[src/rtl/capture_trigger_ctrl.sv]
// Capture trigger controller: arms on a synchronized rising edge of I_arm,
// accepts one trigger, waits a programmable delay, then holds the capture
// enable for a programmable window (or until FIFO full / disarm).
module capture_trigger_ctrl #(
  parameter int unsigned pDELAY_WIDTH  = 20,
  parameter int unsigned pWINDOW_WIDTH = 24
) (
  input  logic                     fe_clk,
  input  logic                     reset_n,
  input  logic                     I_arm,
  input  logic                     I_trigger,
  input  logic [pDELAY_WIDTH-1:0]  I_trigger_delay,
  input  logic [pWINDOW_WIDTH-1:0] I_capture_window,
  input  logic                     I_fifo_full,
  output logic                     O_capture_enable,
  output logic                     O_armed,
  output logic                     O_triggered,
  output logic                     O_done,
  output logic                     O_fifo_overflow_blocked,
  output logic [2:0]               O_state
);

  typedef enum logic [2:0] {
    ST_IDLE    = 3'd0,
    ST_ARMED   = 3'd1,
    ST_DELAY   = 3'd2,
    ST_CAPTURE = 3'd3,
    ST_DONE    = 3'd4
  } state_t;

  localparam logic [pDELAY_WIDTH-1:0]  DLY_ONE = pDELAY_WIDTH'(1);
  localparam logic [pWINDOW_WIDTH-1:0] WIN_ONE = pWINDOW_WIDTH'(1);

  state_t                     state_q, state_d;
  logic                       arm_s1_q, arm_s1_d;
  logic                       arm_s2_q, arm_s2_d;
  logic                       arm_d_q, arm_d_d;
  logic [pDELAY_WIDTH-1:0]    dly_cnt_q, dly_cnt_d;
  logic [pWINDOW_WIDTH-1:0]   win_cnt_q, win_cnt_d;
  logic                       trig_q, trig_d;
  logic                       ovf_q, ovf_d;
  logic                       arm_rise;
  logic                       arm_fall;

  // Two-flop synchronizer for I_arm plus a delayed copy for edge detection.
  always_comb begin
    arm_s1_d = I_arm;
    arm_s2_d = arm_s1_q;
    arm_d_d  = arm_s2_q;
    arm_rise = arm_s2_q & ~arm_d_q;
    arm_fall = ~arm_s2_q & arm_d_q;
  end

  // Next-state, counter and sticky-flag logic; disarm overrides every state.
  always_comb begin
    state_d   = state_q;
    dly_cnt_d = dly_cnt_q;
    win_cnt_d = win_cnt_q;
    trig_d    = trig_q;
    ovf_d     = ovf_q;
    if (arm_fall) begin
      state_d = ST_IDLE;
    end else begin
      unique case (state_q)
        ST_IDLE: begin
          if (arm_rise) begin
            state_d = ST_ARMED;
            trig_d  = 1'b0;
            ovf_d   = 1'b0;
          end
        end
        ST_ARMED: begin
          if (I_trigger) begin
            trig_d    = 1'b1;
            dly_cnt_d = I_trigger_delay;
            win_cnt_d = I_capture_window;
            state_d   = (I_trigger_delay != '0) ? ST_DELAY : ST_CAPTURE;
          end
        end
        ST_DELAY: begin
          // Saturating countdown: the edge that sees a count of 1 starts capture.
          if (dly_cnt_q != '0) dly_cnt_d = dly_cnt_q - DLY_ONE;
          if (dly_cnt_q <= DLY_ONE) state_d = ST_CAPTURE;
        end
        ST_CAPTURE: begin
          // A window count of zero means unbounded and is never decremented.
          if (win_cnt_q != '0) win_cnt_d = win_cnt_q - WIN_ONE;
          if (I_fifo_full) begin
            state_d = ST_DONE;
            ovf_d   = 1'b1;
          end else if (win_cnt_q == WIN_ONE) begin
            state_d = ST_DONE;
          end
        end
        ST_DONE: begin
          if (arm_rise) begin
            state_d = ST_ARMED;
            trig_d  = 1'b0;
            ovf_d   = 1'b0;
          end
        end
        default: state_d = ST_IDLE;
      endcase
    end
  end

  // State, synchronizer, counters and sticky flags; async active-low reset.
  always_ff @(posedge fe_clk or negedge reset_n) begin
    if (!reset_n) begin
      state_q   <= ST_IDLE;
      arm_s1_q  <= 1'b0;
      arm_s2_q  <= 1'b0;
      arm_d_q   <= 1'b0;
      dly_cnt_q <= '0;
      win_cnt_q <= '0;
      trig_q    <= 1'b0;
      ovf_q     <= 1'b0;
    end else begin
      state_q   <= state_d;
      arm_s1_q  <= arm_s1_d;
      arm_s2_q  <= arm_s2_d;
      arm_d_q   <= arm_d_d;
      dly_cnt_q <= dly_cnt_d;
      win_cnt_q <= win_cnt_d;
      trig_q    <= trig_d;
      ovf_q     <= ovf_d;
    end
  end

  // Outputs are pure decodes of registered state and sticky flops.
  assign O_capture_enable        = (state_q == ST_CAPTURE);
  assign O_armed                 = (state_q == ST_ARMED);
  assign O_done                  = (state_q == ST_DONE);
  assign O_triggered             = trig_q;
  assign O_fifo_overflow_blocked = ovf_q;
  assign O_state                 = state_q;

endmodule
[config.mk]
export PLATFORM = sky130hd
export DESIGN_NAME = capture_trigger_ctrl
export DESIGN_NICKNAME = d
export VERILOG_FILES = /design/src/rtl/capture_trigger_ctrl.sv
export SDC_FILE = /design/constraint.sdc
export NUM_CORES = 1
export LEC_CHECK = 0
export ABC_AREA = 1
export CAP_MARGIN = 20
export CORE_UTILIZATION = 40
export DETAILED_ROUTE_END_ITERATION = 8
export PLACE_DENSITY = 0.72
export SYNTH_ARGS = -nofsm -noshare
export SYNTH_HDL_FRONTEND = slang
export SYNTH_SLANG_ARGS = --single-unit
[constraint.sdc]
create_clock -name fe_clk -period 2.2 [get_ports fe_clk]
set_input_delay 0.44 -clock fe_clk [delete_from_list [all_inputs] [get_ports fe_clk]]
set_output_delay 0.44 -clock fe_clk [all_outputs]
set_load 0.05 [all_outputs]
# --- Word level (Yosys, flattened, before mapping) ---
# Index checks and enable logic that the tools add are counted.
totals:
  latchBits: 0
  mem_bits_ro: 0
  n_memories: 0
  register_bits: 52
  in_bits: 49
  mem_bits_rw: 0
  wordCells: 63
classes:
  addsub: 2
  n_mux: 19
  reduce_logical: 14
  order_cmp: 1
  div: 0
  eq_ne: 14
  n_shift: 0
  multipliers: 0
  bitwise_logic: 5
op_table:
  columns: ["op", "count"]
  rows:
  - ["2-to-1 mux 24 bit", 2]
  - ["case mux 24 bit (2 select lines)", 1]
  - ["2-to-1 mux 20 bit", 2]
  - ["case mux 20 bit (2 select lines)", 1]
  - ["nonzero test 20 bit", 2]
  - ["equality test 24 x 1 -> 1 bit (second input constant)", 1]
  - ["nonzero test 24 bit", 1]
  - ["subtractor 24 x 1 -> 24 bit (second input constant)", 1]
  - ["<= comparator 20 x 1 -> 1 bit (second input constant)", 1]
  - ["AND reduction 4 bit", 5]
  - ["subtractor 20 x 1 -> 20 bit (second input constant)", 1]
  - ["2-to-1 mux 3 bit", 6]
  - ["case mux 3 bit (4 select lines)", 1]
  - ["nonzero test 2 bit", 4]
  - ["equality test 3 x 2 -> 1 bit (second input constant)", 2]
  - ["inequality test 2 bit (second input constant)", 3]
  - ["2-to-1 mux 1 bit", 4]
  - ["inequality test 2 x 1 -> 1 bit (second input constant)", 2]
  - ["inequality test 4 x 2 -> 1 bit (second input constant)", 1]
  - ["case mux 1 bit (2 select lines)", 2]
  - ["equality test 3 x 1 -> 1 bit (second input constant)", 1]
  - ["equality test 3 bit (second input constant)", 1]
  - ["zero test 3 bit", 1]
  - ["inequality test 3 x 1 -> 1 bit (second input constant)", 1]
  - ["other kinds (5)", 8]

# --- Logic depth before layout (Yosys ltp) ---
depth:
  word_depth: 5
  depth_mapped: 12
  depth_no_buf: 11

# --- Worst setup path before layout ---
# No wires, ideal clock.
synth_timing:
  path_type: "reg2out"
  startpoint: "register state_q[0] (netlist: O_state[0])"
  endpoint: "output port O_done"
  path_stages_with_launch: 4
  t_arrival_ns: 1.522
  path_slack_ns: 0.238
  t_required_ns: 1.760
  path_cell_list: "dfrtp_1 > inv_2 > nand2_1 > nor2_1"
synth_via:
  elab_chain_len: 1
synth_lines:
  columns: ["element", "line", "rtl"]
  rows:
  - ["start: declaration", "34", "state_t state_q, state_d;"]
  - ["start signal: assignment", "119", "state_q <= state_d;"]
  - ["equality test 3 bit", "133", "assign O_done = (state_q == ST_DONE);"]
  - ["end: declaration", "18", "output logic O_done,"]
# No other way between the ends.

# --- Worst setup path after layout ---
layout_timing:
  startpoint: "register state_q[2] (netlist: O_state[2])"
  endpoint: "output port O_state[2]"
layout_rtl:
  columns: ["element", "line", "rtl"]
  rows:
  - ["end: declaration", "20", "output logic [2:0] O_state"]
# No word-level cell between the ends.

==> run_results.csv <==
group,metric,value,unit
worst_setup_path,worstPathRequired,1.76,ns
routing,wl,9500,um
finish,final_nets,689,
global_route,grt_use_met2,34.6,%
logic_synthesis,synth.largest_area_cell,"dfrtp_1",
clock_network,clk-insertion-delay-late,0.33,ns
logic_synthesis,ys_seq_area_share,34.3,%
global_route,grt_overflow_total,0,
routing,drc,0,
sta,fin_skew,0.0146,ns
die,coreArea,0.00920,mm2
logic_synthesis,synthArstFlopShare,100,%
logic_synthesis,ys_ff_latch,52,
place,numPortBuffers,56,
clock_network,holdBufCountCts,0,
worst_setup_path,cp-start-kind,"flip-flop",
finish,syn_to_final_growth,20.6,%
routing,drt_first_pass_iters,5,
routing,wl_per_cell,12.7,um
die,ios,57,
logic_synthesis,yosys.cell_types.count,33,
power_and_ir_drop,p_leak,2.10,nW
logic_synthesis,yosys-top-cells-area,"dfrtp_1 34%, nand2_1 16%, nor2_1 12%, nand3_1 5.5%, inv_1 4.4%",
logic_synthesis,yosys-top-cells-count,"160 x nand2_1, 121 x nor2_1, 52 x dfrtp_1",
sta,hold_viol,0,
clock_network,clock_sink_count,52,
worst_hold_path,hold_path_class,"input port to async pin",
global_route,top_usage_layer,"met2",
global_route,antenna_found_initial,0,
finish,drive_above_1_share,8.19,%
logic_synthesis,syn_nets,632,
clock_network,tritoncts,"yes",
logic_synthesis,syn_area,0.00379,mm2
place,dp_hpwl,7130,um
global_route,use_met1,25.7,%
global_route,track_usage,20.0,%
sta,setup_viol,0,
die,die_h,99.4,um
finish,antenna_cells,0,
clock_network,clkTransAtPathRegs,0.11,ns
worst_setup_path,cp_max_fo,5,
routing,vias,3810,
clock_network,root_buffer,"clkbuf_8",
worst_setup_path,cp_slowest_cell,"clkdlybuf4s50_1",
worst_setup_path,critical_path.top_delay_family,"buffers and inverters",
sta,slew_headroom,60.2,%
clock_network,clockBufferDepth,2,
routing,vias_per_cell,5.11,
power_and_ir_drop,ir_drop,0.603,mV
global_route,grt_use_met3,2.88,%
place,gp_congestion,0.908,
die,rows,35,
worst_setup_path,crit_arrival,1.66,ns
logic_synthesis,yosysMostFrequentCell,"nand2_1",
run,max-cap-violations,0,
power_and_ir_drop,total_power,0.00598,W
die,die_area,0.00988,mm2
worst_setup_path,criticalPathCategory,"flip-flop to primary output",
sta,post-route-min-period,2.10,ns
sta,worst_pin_slew,0.597,ns
sta,fmax,0.477,GHz
routing,initialDrtViolationCount,164,
logic_synthesis,ys.flop_type,"dfrtp_1",
worst_setup_path,crit_path_end_kind,"primary output",
logic_synthesis,synth_edf_count,0,
sta,min_period_over_period,95.3,%
global_route,grt_max_degree,30,
global_route,grt_first_pass_wirelength,16000,um
sta,final.setup.tns,0,ns
logic_synthesis,syn-instance-count,577,
logic_synthesis,postSynthAreaPerCell,6.57,um2
global_route,grt_pass1_vias,3639,
finish,fillCellCount,943,
die,start_util,41.3,%
logic_synthesis,synth_top_area_share,34.3,%
die,die_x,99.4,um
worst_setup_path,path_cells,"clkdlybuf4s50_1",
clock_network,ctsResizeCount,0,
worst_setup_path,crit_buf_inv,1,
clock_network,cts_buffers,5,
clock_network,htreeDepth,2,
routing,ant_nets,0,
worst_setup_path,cpPeakStageDelay,0.85,ns
clock_network,postCtsSetupBuffers,0,
sta,drv_slew,0,
sta,rsz0062_at_grt,"no",
power_and_ir_drop,cellPowerDensity,1310,mW/mm2
outcome,status,"finished, final reports clean",
logic_synthesis,synth_warnings,0,
-- path summary, 6_finish.rpt --
kind,from,end,slack (ns),cells after the start
setup / recovery,O_state[2]$_DFFE_PN0P_,O_state[2],0.10,1
hold / removal,reset_n,dly_cnt_q[2]$_DFFE_PN0P_,0.1,1
setup reg to reg,win_cnt_q[1]$_DFFE_PN0P_,win_cnt_q[22]$_DFFE_PN0P_,0.29,8
hold reg to reg,arm_s1_q$_DFF_PN0_,arm_d_d$_DFF_PN0_,0.36,0
max in group asynchronous,reset_n,dly_cnt_q[13]$_DFFE_PN0P_,1.53,2
min in group fe_clk,arm_s1_q$_DFF_PN0_,arm_d_d$_DFF_PN0_,0.36,0
-- state kept, by name, indices dropped and copies added, names as in the netlist --
register and flops:
O_fifo_overflow_blocked 1, arm_d_q 1, O_state 3, dly_cnt_q 20, arm_d_d 1, win_cnt_q 24, arm_s1_q 1, O_triggered 1
-- cells by family after synthesis --
kind of cell             Yosys count  synth area share [%]
adder cells (fa/ha/maj)            6                  1.98
buffers and inverters             67                  7.78
AO/OA/AOI/OAI                     77                  11.8
flip-flops                        52                  34.3
XOR/XNOR                          24                  5.54
AND/OR/NAND/NOR                  351                  38.6
-- worst reg2reg max path: cells and delay by family (launching register included) --
| family | cells | cell delay [ns] |
|---|---|---|
| adder cells (fa/ha/maj) | 1 | 0.26 |
| AO/OA/AOI/OAI | 2 | 0.30 |
| AND/OR/NAND/NOR | 3 | 0.57 |
| flip-flops | 1 | 0.39 |
| buffers and inverters | 1 | 0.15 |
| XOR/XNOR | 1 | 0.16 |
-- final cells by class --
class	instances	area, um2	area share (%)
Multi-Input combinational cell	458	2200	48.0
Sequential cell	52	1300	28.4
Timing Repair Buffer	67	656	14.3
Inverter	50	190	4.16
Tap cell	111	139	3.04
Clock buffer	5	68.8	1.50
Clock inverter	3	23.8	0.520
-- through the flow --
| step | hold WS, ns | std cells | utilization, % | area (um2) | setup slack (ns) |
|---|---|---|---|---|---|
| after floorplan | 0.144 | 577 | - | 3790 | 0.238 |
| after global placement | 0.334 | 738 | 48.7 | 4480 | 0.261 |
| after detailed placement | 0.335 | 738 | 48.7 | 4480 | 0.237 |
| after CTS | 0.113 | 746 | 49.8 | 4580 | 0.0855 |
| after global routing | 0.143 | 746 | 49.8 | 4580 | 0.0168 |
| final | 0.0986 | 746 | 49.8 | 4580 | 0.103 |
-- per-layer routing --
layer  vias up  share of wire, %
met5         -                 0
met3        12               6.2
met1      1735                46
li1       1950                 -
met2       113                46
met4         0               1.4
-- cell usage in the layout, fill, tap and decap left out, types with 5 or more instances in the layout --
cell	netlist	layout
nor2_1	121	121
nand4_1	6	6
xor2_1	14	14
or2_2	6	6
inv_2	5	5
buf_4	6	12
ha_1	6	6
nand3_1	42	42
o21ai_1	31	31
o21ai_0	22	22
nand2_1	160	160
clkdlybuf4s50_1	0	52
xnor2_1	10	10
o211ai_2	6	6
clkbuf_8	0	5
inv_1	44	44
dfrtp_1	52	52
a21oi_1	12	12
-- report_power, final --
group | internal, W | switching [W]
Sequential | 0.00141 | 0.000486
Clock | 0.000227 | 0.000380
Combinational | 0.00125 | 0.00224
(Power assumes the default switching activity.)
